[config.mk]
export PLATFORM = sky130hd
export DESIGN_NAME = id_stage
export DESIGN_NICKNAME = d
export VERILOG_FILES = /design/src/rtl/id_stage.sv
export SDC_FILE = /design/constraint.sdc
export NUM_CORES = 1
export LEC_CHECK = 0
export CAP_MARGIN = 20
export CORE_MARGIN = 4
export CORE_UTILIZATION = 30
export DETAILED_ROUTE_END_ITERATION = 8
export REMOVE_ABC_BUFFERS = 1
export SKIP_LAST_GASP = 1
export SLEW_MARGIN = 10
export SYNTH_ARGS = -nofsm -noshare
export SYNTH_HDL_FRONTEND = slang
export SYNTH_SLANG_ARGS = --single-unit
[constraint.sdc]
create_clock -name clock -period 6.07 [get_ports clock]
set_clock_uncertainty 0.05 [all_clocks]
set_input_delay 0.607 -clock clock [delete_from_list [all_inputs] [get_ports clock]]
set_output_delay 0.607 -clock clock [all_outputs]
set_load 0.1 [all_outputs]
[src/rtl/id_stage.sv]
// rtl/id_stage.sv - RV32I decode stage with busy scoreboard, writeback forwarding and a 1-deep output register.
`timescale 1ns/1ps
module id_stage (
  input  logic        clock,
  input  logic        reset,
  input  logic        in_valid,
  output logic        in_ready,
  input  logic [31:0] in_pc,
  input  logic [31:0] in_instr,
  output logic        rf_read_enable,
  output logic [4:0]  rs1_addr,
  output logic [4:0]  rs2_addr,
  input  logic [31:0] rs1_data,
  input  logic [31:0] rs2_data,
  input  logic        wb_valid,
  input  logic [4:0]  wb_rd,
  input  logic [31:0] wb_data,
  input  logic        flush,
  output logic        out_valid,
  input  logic        out_ready,
  output logic [31:0] out_pc,
  output logic [31:0] out_rs1_val,
  output logic [31:0] out_rs2_val,
  output logic [31:0] out_imm,
  output logic [4:0]  out_rd,
  output logic [6:0]  out_opcode,
  output logic [2:0]  out_funct3,
  output logic        out_funct7b5,
  output logic        out_writes_rd,
  output logic        out_illegal
);

  localparam logic [6:0] OP_LUI    = 7'b0110111;
  localparam logic [6:0] OP_AUIPC  = 7'b0010111;
  localparam logic [6:0] OP_JAL    = 7'b1101111;
  localparam logic [6:0] OP_JALR   = 7'b1100111;
  localparam logic [6:0] OP_BRANCH = 7'b1100011;
  localparam logic [6:0] OP_LOAD   = 7'b0000011;
  localparam logic [6:0] OP_STORE  = 7'b0100011;
  localparam logic [6:0] OP_IMM    = 7'b0010011;
  localparam logic [6:0] OP_OP     = 7'b0110011;
  localparam logic [6:0] OP_FENCE  = 7'b0001111;
  localparam logic [6:0] OP_SYSTEM = 7'b1110011;

  logic [31:0] busy;
  logic [31:0] busy_nxt;
  logic [6:0]  opcode;
  logic [4:0]  rd;
  logic        illegal;
  logic        writes_any;
  logic        writes_rd;
  logic        uses_rs1;
  logic        uses_rs2;
  logic [31:0] imm;
  logic [31:0] rs1_val;
  logic [31:0] rs2_val;
  logic        fwd1;
  logic        fwd2;
  logic        hazard;
  logic        accept;

  assign opcode         = in_instr[6:0];
  assign rd             = in_instr[11:7];
  assign rs1_addr       = in_instr[19:15];
  assign rs2_addr       = in_instr[24:20];
  assign rf_read_enable = in_valid;

  always_comb begin
    illegal    = 1'b0;
    writes_any = 1'b0;
    uses_rs1   = 1'b0;
    uses_rs2   = 1'b0;
    imm        = 32'd0;
    case (opcode)
      OP_LUI, OP_AUIPC: begin
        writes_any = 1'b1;
        imm        = {in_instr[31:12], 12'd0};
      end
      OP_JAL: begin
        writes_any = 1'b1;
        imm = {{11{in_instr[31]}}, in_instr[31], in_instr[19:12], in_instr[20], in_instr[30:21], 1'b0};
      end
      OP_JALR, OP_LOAD, OP_IMM: begin
        writes_any = 1'b1;
        uses_rs1   = 1'b1;
        imm        = {{20{in_instr[31]}}, in_instr[31:20]};
      end
      OP_BRANCH: begin
        uses_rs1 = 1'b1;
        uses_rs2 = 1'b1;
        imm = {{19{in_instr[31]}}, in_instr[31], in_instr[7], in_instr[30:25], in_instr[11:8], 1'b0};
      end
      OP_STORE: begin
        uses_rs1 = 1'b1;
        uses_rs2 = 1'b1;
        imm      = {{20{in_instr[31]}}, in_instr[31:25], in_instr[11:7]};
      end
      OP_OP: begin
        writes_any = 1'b1;
        uses_rs1   = 1'b1;
        uses_rs2   = 1'b1;
      end
      OP_FENCE: ;
      OP_SYSTEM: imm = {{20{in_instr[31]}}, in_instr[31:20]};
      default: illegal = 1'b1;
    endcase
  end

  assign writes_rd = writes_any && (rd != 5'd0);

  // Writeback data bypasses the register bank so a same-cycle writeback clears the hazard.
  assign fwd1    = wb_valid && (wb_rd == rs1_addr);
  assign fwd2    = wb_valid && (wb_rd == rs2_addr);
  assign rs1_val = (rs1_addr == 5'd0) ? 32'd0 : (fwd1 ? wb_data : rs1_data);
  assign rs2_val = (rs2_addr == 5'd0) ? 32'd0 : (fwd2 ? wb_data : rs2_data);

  assign hazard = (uses_rs1 && (rs1_addr != 5'd0) && busy[rs1_addr] && !fwd1) ||
                  (uses_rs2 && (rs2_addr != 5'd0) && busy[rs2_addr] && !fwd2);

  assign in_ready = (!out_valid || out_ready) && !hazard && !flush && !reset;
  assign accept   = in_valid && in_ready;

  // Clear first, then set, so a same-cycle set and clear of one register leaves it busy.
  always_comb begin
    busy_nxt = busy;
    if (wb_valid && (wb_rd != 5'd0)) busy_nxt[wb_rd] = 1'b0;
    if (accept && writes_rd) busy_nxt[rd] = 1'b1;
    busy_nxt[0] = 1'b0;
  end

  always_ff @(posedge clock or posedge reset) begin
    if (reset) begin
      busy          <= 32'd0;
      out_valid     <= 1'b0;
      out_pc        <= 32'd0;
      out_rs1_val   <= 32'd0;
      out_rs2_val   <= 32'd0;
      out_imm       <= 32'd0;
      out_rd        <= 5'd0;
      out_opcode    <= 7'd0;
      out_funct3    <= 3'd0;
      out_funct7b5  <= 1'b0;
      out_writes_rd <= 1'b0;
      out_illegal   <= 1'b0;
    end else if (flush) begin
      busy      <= 32'd0;
      out_valid <= 1'b0;
    end else begin
      busy <= busy_nxt;
      if (accept) begin
        out_valid     <= 1'b1;
        out_pc        <= in_pc;
        out_rs1_val   <= rs1_val;
        out_rs2_val   <= rs2_val;
        out_imm       <= imm;
        out_rd        <= rd;
        out_opcode    <= opcode;
        out_funct3    <= in_instr[14:12];
        out_funct7b5  <= in_instr[30];
        out_writes_rd <= writes_rd;
        out_illegal   <= illegal;
      end else if (out_ready) begin
        out_valid <= 1'b0;
      end
    end
  end

endmodule

# Word-level counts from Yosys, hierarchy flattened

Cells that the tools add are included.

Input port bits: 171
Bits in writable memories: 0
Logic and storage cells: 97
Bits in read-only memories: 0
Latch bits: 0
Memories kept: 0
Output and inout bits: 159
Bits in registers: 179

$add $sub $neg: 0
Bitwise logic cells: 4
Equality and inequality tests: 13
Magnitude comparators: 6
Reduce and logical (&&, ||, !) cells: 39
Shift operators: 0
Mux-type cells: 23
Multiply operators: 0
Divide/modulo/power cells: 0

Operators with widths:

| kind               | count |
|---|---|
| $mux 32            | 7 |
| $pmux 32 s5        | 1 |
| $and 32x32->32     | 1 |
| $not 32->32        | 1 |
| $or 32x32->32      | 1 |
| $eq 7x7->1 const B | 4 |
| $lt 5x6->1 const B | 4 |
| $eq 7x6->1 const B | 3 |
| $reduce_bool 5->1  | 4 |
| $logic_and 1x1->1  | 17 |
| $eq 7x5->1 const B | 2 |
| $mux 1             | 11 |
| $reduce_or 11->1   | 1 |
| $bmux 1 s5         | 2 |
| $demux 1 s5        | 2 |
| $eq 5x5->1         | 2 |
| $ge 5x1->1 const B | 2 |
| $logic_not 5->1    | 2 |
| $eq 7x2->1 const B | 1 |
| $eq 7x4->1 const B | 1 |
| $reduce_or 7->1    | 1 |
| $logic_not 1->1    | 6 |
| $reduce_or 6->1    | 1 |
| $reduce_or 4->1    | 1 |
| 6 further kinds    | 7 |

# Longest topological paths before layout

Depth after elaboration: 15
Gate-level depth with buffers: 11
Gate-level depth less buffers: 7

# Least setup slack after synthesis

Ideal clock, no wire load.

Path type: input port to flip-flop
Start point: input in_instr[15]
End point: register out_rs1_val[15]
Arrival: 3.677 ns
Stages: 10
Path slack: 2.217 ns
Data required time: 5.894 ns
Cell sequence: buf_2 buf_2 mux4_2 a2111oi_0 nor4_1 a221oi_4 nand2_2 buf_6 buf_2 mux2_2

Cells in the longest elaborated chain, start to end: 11
Elaborated cells on any way between the ends: 19

Ends and longest elaborated chain:

| element                                                     | line | source |
|---|---|---|
| start, declared                                             | 9    | `input logic [31:0] in_instr,` |
| $bmux 1 s5, or another cell as far along                    | 117  | `assign hazard = (uses_rs1 && (rs1_addr != 5'd0) && busy[rs1_addr] && !fwd1) \|\|` |
| $mux 1 (implied by the code), or another cell as far along  | 117  |  |
| $logic_and 1x1->1 / $logic_not 1->1 (equally long branches) | 117  |  |
| $logic_and 1x1->1 (*)                                       | 117  |  |
| $logic_or 1x1->1 (*)                                        | 117  |  |
| $logic_not 1->1 (*)                                         | 120  | `assign in_ready = (!out_valid \|\| out_ready) && !hazard && !flush && !reset;` |
| $logic_and 1x1->1 (*) (3 in series)                         | 120  |  |
| via in_ready                                                | 7    | `output logic in_ready,` |
| $logic_and 1x1->1 (*)                                       | 121  | `assign accept = in_valid && in_ready;` |
| $reduce_and 2->1 (no source line) (*)                       | -    |  |
| end signal, assigned                                        | 153  | `out_rs1_val <= rs1_val;` |
| end, declared                                               | 22   | `output logic [31:0] out_rs1_val,` |

The timed path passes the listed nets; every way through them passes the cells marked *. The select of a mux whose other input is x is not followed.
A chain may end at the register's enable or synchronous reset.

# Worst setup path after layout

Start point: input in_instr[21]
End point: register out_rs2_val[14]

Cells in the longest elaborated chain, start to end: 11
Elaborated cells on any way between the ends: 19

Ends and longest elaborated chain:

| element                                                     | line | source |
|---|---|---|
| $bmux 1 s5, or another cell as far along                    | 118  | `(uses_rs2 && (rs2_addr != 5'd0) && busy[rs2_addr] && !fwd2);` |
| $mux 1 (implied by the code), or another cell as far along  | 118  |  |
| $logic_and 1x1->1 / $logic_not 1->1 (equally long branches) | 118  |  |
| $logic_and 1x1->1                                           | 118  |  |
| $logic_or 1x1->1                                            | 117  |  |
| $logic_not 1->1                                             | 120  |  |
| $logic_and 1x1->1 (3 in series)                             | 120  |  |
| $logic_and 1x1->1                                           | 121  |  |
| $reduce_and 2->1 (no source line)                           | -    |  |
| end signal, assigned                                        | 154  | `out_rs2_val <= rs2_val;` |
| end, declared                                               | 23   | `output logic [31:0] out_rs2_val,` |

Several ways; a longest one is shown, not always the timed one. The select of a mux whose other input is x is not followed.

==> impl_results.md <==
- Cells after Synth: 834
- Number of pins with negative max-slew slack in the final report: 0
- Power per cell area: 353 mW/mm²
- Outcome: complete, no violations
- Final-report setup violation count: 0
- Final worst-path cycle share: 74.9%
- TritonCTS sink count: 178
- Actual slew at the worst max-slew pin: 1.07 ns
- Leakage power total: 5.51 nW
- Number of placement rows: 64
- Detail-routed net length per standard cell: 20.3 µm
- Final sum of negative setup slack: 0 ns
- Final HPWL from detailed placement: 22500 µm
- Final number of hold-violating endpoints: 0
- Total stage count of the critical path: 11
- Via count: 7566
- Ordered cell list for the critical path: clkdlybuf4s50_1, buf_4, or4_1, nor2_4, buf_4, nand3b_1, a2111oi_0, a221oi_4, nand2_8, buf_4, mux2_2
- Largest fanout of any net on the critical path: 98
- Share of async-settable or async-resettable flops after synthesis: 100%
- Worst-case clock buffer depth: 2
- Fillers: 2950
- Clock slew seen by the registers of the worst setup and hold paths: 0.07 ns
- H-tree depth: 4
- Number of buffers added by the clock tree synthesis step: 17
- Crit path arrival time: 4.80 ns
- Critical path capture point type: flop
- Largest net degree at the start of global routing: 125
- Dominant synthesized flop cell: sky130_fd_sc_hd__dfrtp_1
- Area of the mapped netlist: 0.00950 mm²
- Post-route minimum period: 4.54 ns
- Vias in the first global route: 7788
- Ant diodes: 0
- Layout cells sized above 1: 17.8%
- DRC violation total after the first TritonRoute iteration: 328
- Routed wire length: 31100 µm
- Floorplan core area: 0.0309 mm²
- Cell type with the highest occurrence count on the critical path: sky130_fd_sc_hd__buf_4
- Die Span Y: 186 µm
- Post-synth cell types: 46
- Cell with the biggest individual delay on the critical path: sky130_fd_sc_hd__a2111oi_0
- Number of top-level pins: 330
- X dimension of the die: 186 µm
- Global-route wire length before repair: 45900 µm
- Depth of the most critical reg-to-reg path: 7
- Detail Route Antenna Nets: 0
- Most used cells in the layout excluding fill and tap cells: sky130_fd_sc_hd__clkdlybuf4s50_1 (328), sky130_fd_sc_hd__dfrtp_1 (178), sky130_fd_sc_hd__mux2_2 (122), sky130_fd_sc_hd__mux2i_1 (100), sky130_fd_sc_hd__nor2_1 (77)
- Total DRC errors in the routed layout: 0
- Unrepaired setup endpoints after global routing: false
- Number of detailed-route iterations in the first pass: 4
- Area growth from synthesis to layout: 43.4%
- Clock tree from TritonCTS: built
- Total of buffers placed on input and output ports: 329
- Root cell of the clock tree: sky130_fd_sc_hd__clkbuf_16
- # Max-Cap Violations: 0
- Post-CTS Setup Inserts: 0
- Number of nets at the end of the flow: 1291
- Number of antenna violations at the first check in global routing: 0
- Delay of the slowest cell on the worst path: 0.75 ns
- Worst-Skew Late Latency: 0.43 ns
- Number of buffers inserted for hold repair after clock tree synthesis: 0
- Effective utilization at floorplan: 30.7%
- Count of flip-flops with a built-in enable after synthesis: 0
- Total of warnings raised by yosys: 0
- Mean cell area of the mapped netlist: 11.4 µm²
- Power Total: 4.81 mW
- Sequential fraction of the synthesis area: 46.9%
- Crit path buf inv count: 4
- Final estimated routing congestion in global placement: 0.812
- Worst hold path class: reg2reg
- Max transition margin: 28.2%
- Worst path top cell family by delay: buffers and inverters
- Number of vias per cell after detailed routing: 4.95
- Setup CP Type: in2reg
- Residual overflow from global routing: 0
- Post-synthesis register bit count: 178
- Share of the core filled with cells: 44.1%
- WHS Path Cells: 1
- Global-route usage over all layers: 17.2%
- Worst setup SP type: primary input
- Area enclosed by the die boundary: 0.0346 mm²
- Post-cts resize count: 0
- VDD IR max: 0.167 mV
- Required time of the critical path: 6.33 ns
- Commonest non-fill, non-tap cell in the layout: sky130_fd_sc_hd__clkdlybuf4s50_1
- Maximum clock rate: 220 MHz
## per-layer routing
| layer | vias to the layer above | GRT usage [%] | share of wire, % |
|---|---|---|---|
| met3 | 28 | 4.01 | 7.3 |
| met2 | 285 | 28.9 | 49 |
| met1 | 3723 | 21.8 | 42 |
| li1 | 3530 | - | - |
| met5 | - | 0 | 0 |
| met4 | 0 | 5.77 | 2.2 |
## state kept, by name, indices dropped and copies added, names as in the netlist
register / count
out_imm: 32
out_pc: 32
out_rs1_val: 32
out_rs2_val: 32
busy: 31
out_opcode: 7
out_rd: 5
out_funct3: 3
out_funct7b5: 1
out_illegal: 1
out_valid: 1
out_writes_rd: 1
## layout make-up
class                      count  area [µm²]  share of cell area [%]
multi-input combinational    546        4520                    33.2
sequential                   178        4450                    32.7
timing repair buffer         347        3430                    25.2
tap                          396         495                    3.64
clock buffer                  18         429                    3.15
clock inverter                14         171                    1.26
inverter                      30         120                   0.882
## cells in the mapped netlist, types with 2 or more instances
cell	n	area, µm²
sky130_fd_sc_hd__a2111oi_0	2	17.5
sky130_fd_sc_hd__a211oi_1	2	15.0
sky130_fd_sc_hd__a21oi_1	24	120
sky130_fd_sc_hd__a22o_1	4	35.0
sky130_fd_sc_hd__and3_1	6	37.5
sky130_fd_sc_hd__buf_1	11	41.3
sky130_fd_sc_hd__buf_2	18	90.1
sky130_fd_sc_hd__buf_4	19	143
sky130_fd_sc_hd__buf_6	7	78.8
sky130_fd_sc_hd__clkbuf_1	25	93.8
sky130_fd_sc_hd__dfrtp_1	178	4450
sky130_fd_sc_hd__inv_1	30	113
sky130_fd_sc_hd__mux2_2	122	1370
sky130_fd_sc_hd__mux2i_1	100	1000
sky130_fd_sc_hd__mux4_2	12	270
sky130_fd_sc_hd__nand2_1	32	120
sky130_fd_sc_hd__nand2b_1	4	25.0
sky130_fd_sc_hd__nand3_1	5	25.0
sky130_fd_sc_hd__nand3b_1	26	195
sky130_fd_sc_hd__nor2_1	78	293
sky130_fd_sc_hd__nor2b_1	20	125
sky130_fd_sc_hd__nor3_1	6	30.0
sky130_fd_sc_hd__nor3b_1	7	52.6
sky130_fd_sc_hd__nor4_1	5	31.3
sky130_fd_sc_hd__nor4b_1	2	17.5
sky130_fd_sc_hd__o211ai_1	2	15.0
sky130_fd_sc_hd__o21ai_0	23	115
sky130_fd_sc_hd__o22ai_1	2	12.5
sky130_fd_sc_hd__o41ai_1	28	245
sky130_fd_sc_hd__o41ai_2	3	48.8
sky130_fd_sc_hd__or2_2	4	25.0
sky130_fd_sc_hd__or3_1	2	12.5
sky130_fd_sc_hd__or3b_2	3	26.3
sky130_fd_sc_hd__xnor2_1	3	26.3
sky130_fd_sc_hd__xor2_1	8	70.1
## stage by stage
| step | cells | hold slack [ns] | cell area (µm²) | worst slack, ns |
|---|---|---|---|---|
| floorplan | 754 | 0.433 | 9050 | -1.63 |
| global route | 1529 | 0.465 | 13600 | 1.28 |
| CTS | 1529 | 0.458 | 13600 | 1.53 |
| finish | 1529 | 0.455 | 13600 | 1.53 |
| detailed placement | 1497 | 0.442 | 13000 | 1.07 |
| global placement | 1497 | 0.437 | 13000 | 1.15 |
## where the power goes
part | total, mW | internal [mW] | switching [mW]
combinational | 2.24 | 0.571 | 1.67
sequential | 1.45 | 1.36 | 0.0859
clock | 1.12 | 0.590 | 0.535
## logic make-up after synthesis
kind of cell,share of synthesized area (%)
XOR/XNOR,1.01
AND/OR/NAND/NOR,11.0
buffers and inverters,5.89
multiplexers,27.8
AO/OA/AOI/OAI,7.35
flip-flops,46.9
## worst paths after layout
path / from / end / slack, ns
max: in_instr[21] / out_rs2_val[14]$_DFFE_PP0P_ / 1.53
min: out_rs2_val[22]$_DFFE_PP0P_ / out_rs2_val[22]$_DFFE_PP0P_ / 0.45
max reg2reg: busy[18]$_DFF_PP0_ / busy[24]$_DFF_PP0_ / 2.57
min reg2reg: out_rs2_val[22]$_DFFE_PP0P_ / out_rs2_val[22]$_DFFE_PP0P_ / 0.45
max in group asynchronous: reset / out_rs1_val[21]$_DFFE_PP0P_ / 3.94
min in group asynchronous: reset / out_valid$_DFFE_PP0P_ / 0.73
No activity file was read; power rests on OpenSTA's default activity.
